## src/rtl/multi_interval_counter.sv

```systemverilog
// multi_interval_counter
//   Multi-channel interval timer. Each channel counts enabled RUN cycles
//   against its own interval, pulses tick on expiry and keeps a saturating
//   expiry count with a sticky overflow flag. One-shot channels stop after
//   their first expiry until cleared.
//
// Ports
//   clk      in   1                  system clock, rising edge
//   rst      in   1                  synchronous active-high reset
//   state    in   8                  global control: 0=RESET 1=RUN 2=HALT, others=HALT
//   ch_en    in   CH_NUM             per-channel enable in RUN
//   oneshot  in   CH_NUM             per-channel mode: 0=periodic 1=one-shot
//   clr      in   CH_NUM             per-channel synchronous clear
//   inter    in   CH_NUM*CNT_WIDTH   per-channel interval, channel i at [i*CNT_WIDTH +: CNT_WIDTH]
//   count    out  CH_NUM*CNT_WIDTH   per-channel saturating expiry count, same packing
//   tick     out  CH_NUM             expiry pulse
//   done     out  CH_NUM             one-shot channel expired and stopped
//   ovf      out  CH_NUM             sticky: expiry count saturated
module multi_interval_counter #(
  parameter int unsigned CH_NUM    = 4,
  parameter int unsigned CNT_WIDTH = 32
) (
  input  logic                          clk,
  input  logic                          rst,
  input  logic [7:0]                    state,
  input  logic [CH_NUM-1:0]             ch_en,
  input  logic [CH_NUM-1:0]             oneshot,
  input  logic [CH_NUM-1:0]             clr,
  input  logic [CH_NUM*CNT_WIDTH-1:0]   inter,
  output logic [CH_NUM*CNT_WIDTH-1:0]   count,
  output logic [CH_NUM-1:0]             tick,
  output logic [CH_NUM-1:0]             done,
  output logic [CH_NUM-1:0]             ovf
);

  localparam int unsigned STATE_W = 8;

  typedef enum logic [STATE_W-1:0] {
    ST_RESET = 8'd0,
    ST_RUN   = 8'd1,
    ST_HALT  = 8'd2
  } run_state_e;

  // Global state decode; every code other than RESET/RUN behaves as HALT.
  logic st_reset_c;
  logic st_run_c;

  assign st_reset_c = (state == ST_RESET);
  assign st_run_c   = (state == ST_RUN);

  for (genvar g = 0; g < CH_NUM; g++) begin : g_ch

    logic [CNT_WIDTH-1:0] inter_c;
    logic [CNT_WIDTH-1:0] cyc_q, cyc_d;
    logic [CNT_WIDTH-1:0] cnt_q, cnt_d;
    logic                 tick_q, tick_d;
    logic                 done_q, done_d;
    logic                 ovf_q, ovf_d;
    logic                 active_c;
    logic                 expire_c;

    assign inter_c = inter[g*CNT_WIDTH +: CNT_WIDTH];

    // Channel advances only when running, enabled and not a finished one-shot.
    assign active_c = st_run_c && ch_en[g] && !done_q;

    // >= so that shrinking the interval below the current phase expires at once.
    assign expire_c = (cyc_q >= inter_c);

    // Next-state: state RESET > clr > RUN update > hold (tick always drops on hold).
    always_comb begin
      cyc_d  = cyc_q;
      cnt_d  = cnt_q;
      tick_d = 1'b0;
      done_d = done_q;
      ovf_d  = ovf_q;
      if (st_reset_c || clr[g]) begin
        cyc_d  = '0;
        cnt_d  = '0;
        done_d = 1'b0;
        ovf_d  = 1'b0;
      end else if (active_c) begin
        if (expire_c) begin
          cyc_d  = '0;
          tick_d = 1'b1;
          // Saturate instead of wrapping; saturation attempt raises sticky ovf.
          if (&cnt_q) begin
            ovf_d = 1'b1;
          end else begin
            cnt_d = cnt_q + CNT_WIDTH'(1);
          end
          if (oneshot[g]) begin
            done_d = 1'b1;
          end
        end else begin
          cyc_d = cyc_q + CNT_WIDTH'(1);
        end
      end
    end

    // Channel state registers.
    always_ff @(posedge clk) begin
      if (rst) begin
        cyc_q  <= '0;
        cnt_q  <= '0;
        tick_q <= 1'b0;
        done_q <= 1'b0;
        ovf_q  <= 1'b0;
      end else begin
        cyc_q  <= cyc_d;
        cnt_q  <= cnt_d;
        tick_q <= tick_d;
        done_q <= done_d;
        ovf_q  <= ovf_d;
      end
    end

    assign count[g*CNT_WIDTH +: CNT_WIDTH] = cnt_q;
    assign tick[g]                         = tick_q;
    assign done[g]                         = done_q;
    assign ovf[g]                          = ovf_q;

  end : g_ch

endmodule : multi_interval_counter
```

## config.mk

```make
export PLATFORM = sky130hd
export DESIGN_NAME = multi_interval_counter
export DESIGN_NICKNAME = d
export VERILOG_FILES = /design/src/rtl/multi_interval_counter.sv
export SDC_FILE = /design/constraint.sdc
export NUM_CORES = 1
export LEC_CHECK = 0
export ABC_AREA = 1
export CORE_MARGIN = 8
export CORE_UTILIZATION = 50
export CTS_BUF_LIST = sky130_fd_sc_hd__clkbuf_8
export CTS_CLUSTER_DIAMETER = 50
export DETAILED_ROUTE_END_ITERATION = 7
export PLACE_DENSITY = 0.86
export SYNTH_ARGS = -nofsm -noshare
export SYNTH_HDL_FRONTEND = slang
export SYNTH_SLANG_ARGS = --single-unit
```

## constraint.sdc

```tcl
create_clock -name clk -period 5.5 [get_ports clk]
set_input_delay 1.1 -clock clk [delete_from_list [all_inputs] [get_ports clk]]
set_output_delay 1.1 -clock clk [all_outputs]
set_load 0.05 [all_outputs]
```

==> results.ini <==
[run_status]
status = finished, final reports clean

[grt]
grtUsageTotal_pct = 23.5
grt_pass1_vias = 18800
grt_pass1_wl_mm = 88.8
grt.busiest_layer = met2
antenna_found_initial = 9
met1_usage_pct = 29.4
grt_util_met3_pct = 4.91
met2_usage_pct = 38.8
grt_overflow = 0
grt_max_degree = 39

[setup_path]
start_kind = input port
cp_slowest_cell = nand2_2
r2r_end = g_ch[0].cnt_q[25]$_SDFFE_PP0P_
critPathCaptureType = flop
required_ps = 5970
startpoint = inter[15]
crit_chain = clkdlybuf4s50_1 > inv_1 > ha_1 > nand2_1 > nor2_1 > nand2_1 > nor2_1 > nor2_1 > nand2_1 > nand2_1 > nand2_2 > nand2_2 > nand2_1 > a21oi_1
r2r_start = g_ch[0].cyc_q[15]$_SDFFE_PP0P_
crit_fanout = 37
path_class = input port to flop
worst_r2r_path_depth = 12
reg2reg_slack_ps = 2520
arrival_ps = 4050
slowest_delay_ps = 560
worst_path_most_repeated_cell = nand2_1

[placed_design]
portBuffers = 289
gp_congestion = 0.963
dp_hpwl_mm = 41.8

[cts]
post_cts_resized = 0
cts.sinks = 268
path_clk_slew_ps = 60
cts.path.max_buffers = 3
clockRootBuffer = clkbuf_8
postCtsSetupRepairBufs = 0
cts_buffers = 49
cts_tree = yes
ctsHtreeMaxLevel = 2
hold_buffers = 0
clk_latency_ps = 600

[route]
ant_nets = 0
viasPerCell = 5.14
vias = 20100
drc = 0
wl_mm = 54.7
drt_iter0_drc = 1275
first_pass_iters = 6
wl_per_cell_um = 14.0

[floorplan]
core_region_area_mm2 = 0.0383
die_area_mm2 = 0.0450
dieHeight_um = 212
fp.dieW_um = 212
initial_utilization_pct = 50.2
rows = 72
io_pins = 290

[sta]
final_hold_viol_count = 0
slew_headroom_pct = 53.0
clock_skew_ps = 18.5
whs_ps = 467
slew_violations = 0
rsz0062_at_grt = no
tightest_slew_ps = 703
fmax_mhz = 279
fin_crit_sh_pct = 65.1
setup_violations = 0
min_period_ps = 3580
fin_tns_setup_ps = 0

[run]
cap_viol_max_count = 0

[final_layout]
fill_cells = 3575
layout-drive-gt1-share_pct = 4.17
final_common_cell = nand2_1
nets = 3625
final_cell_mix = nand2_1 (870), nor2_1 (478), inv_1 (405)
area_growth_pct = 22.1

[yosys]
synth_top_cell_by_area = dfxtp_1
syn_area_mm2 = 0.0192
yosysUniqueCellTypes = 41
postSynthCellCount = 3064
ys_warn_count = 0
syn_nets = 3350
yosys-top-cells-area = dfxtp_1 (28%), nand2_1 (17%), nor2_1 (9.3%)
ys_ff_latch = 268
netlist.area_leader.share_pct = 27.9
syn_area_per_cell_um2 = 6.28
seq_area_frac_synth_pct = 27.9

[worst_hold_path]
hold_start = g_ch[1].ovf_q$_SDFFE_PP0P_
hold_depth = 2
hp-class = flop to flop
hold-path-endpoint = g_ch[1].ovf_q$_SDFFE_PP0P_

[pwr]
power_density_mw_per_mm2 = 178
worst_ir_drop_vdd_mv = 0.166
p_leak_uw = 0.00936

[where the power goes]
group	internal, uW	leakage [uW]	switching, uW
clock network	1130	0.000600	873
registers	1940	0.00216	0.0254
logic	127	0.00661	109
total	3200	0.00936	982
[worst max-delay path: cells and delay by family]
kind | cells | cell delay, ps
adders and majority gates | 1 | 290
buffers and inverters | 2 | 490
and+or+nand+nor | 10 | 2070
AOI/OAI and AO/OA | 1 | 80
[cell usage after synthesis, drive strengths merged]
| library cell | instances |
|---|---|
| nor4b | 1 |
| nand4 | 61 |
| or2 | 1 |
| nand2 | 883 |
| xnor2 | 44 |
| mux2i | 4 |
| o21bai | 3 |
| o21ai | 37 |
| and2 | 1 |
| nand3 | 226 |
| o32ai | 1 |
| and3 | 4 |
| xor2 | 108 |
| buf | 59 |
| nor3 | 91 |
| nor4 | 5 |
| ha | 136 |
| a21o | 8 |
| nor3b | 1 |
| nand3b | 9 |
| o22ai | 4 |
| o21a | 4 |
| a21oi | 197 |
| clkbuf | 14 |
| inv | 392 |
| nor2 | 502 |
| dfxtp | 268 |
[state kept, by name, indices dropped and copies added, names as in the netlist]
signal,cells
g_ch.done_q,4
g_ch.cyc_q,128
g_ch.tick_q,4
g_ch.ovf_q,4
g_ch.cnt_q,128
[per-layer routing]
| metal | share of wire (%) | wire [um] | vias up |
|---|---|---|---|
| met5 | 0.049 | 27 | - |
| met4 | 3.2 | 1760 | 4 |
| met3 | 7.3 | 3980 | 132 |
| met2 | 46 | 25100 | 672 |
| met1 | 43 | 23800 | 8967 |
| li1 | - | - | 10300 |
[through the flow]
stage | utilization [%] | cell area (um2) | power [uW] | cells | setup WS [ps]
floorplan | - | 19200 | 2080 | 3064 | 2820
global placement | 58.6 | 22400 | 2220 | 3806 | 1400
detailed placement | 58.6 | 22400 | 2220 | 3806 | 1330
CTS | 61.3 | 23500 | 4240 | 3896 | 2000
global route | 61.4 | 23500 | 4350 | 3902 | 1620
finish | 61.4 | 23500 | 4180 | 3903 | 1920
[cell type report]
| cell class | instances | area, um2 | share of cell area (%) |
|---|---|---|---|
| Antenna cell | 7 | 17.5 | 0.0746 |
| Clock buffer | 64 | 881 | 3.75 |
| Clock inverter | 26 | 166 | 0.708 |
| Inverter | 392 | 1470 | 6.26 |
| Multi-Input combinational cell | 2331 | 12000 | 51.0 |
| Sequential cell | 268 | 5370 | 22.8 |
| Tap cell | 518 | 648 | 2.76 |
| Timing Repair Buffer | 297 | 2950 | 12.6 |
[cells by family after synthesis]
group,synth area share (%)
adder cells (fa/ha/maj),8.85
AO/OA/AOI/OAI,7.12
buffers and inverters,9.76
flip-flops,27.9
XOR/XNOR,6.92
multiplexers,0.208
AND/OR/NAND/NOR,39.2
[worst max path at each step]
| stage | endpoint | slack (ps) | cells after the start |
|---|---|---|---|
| final | g_ch[0].cnt_q[25]$_SDFFE_PP0P_ | 1920 | 14 |
| after global routing | g_ch[0].cnt_q[25]$_SDFFE_PP0P_ | 1620 | 14 |
| after CTS | g_ch[0].cnt_q[25]$_SDFFE_PP0P_ | 2000 | 14 |
| after detailed placement | g_ch[0].cnt_q[25]$_SDFFE_PP0P_ | 1330 | 14 |
| after global placement | g_ch[0].cnt_q[26]$_SDFFE_PP0P_ | 1400 | 14 |
| after floorplan | g_ch[3].cyc_q[18]$_SDFFE_PP0P_ | 2820 | 14 |
(Power assumes the default switching activity.)
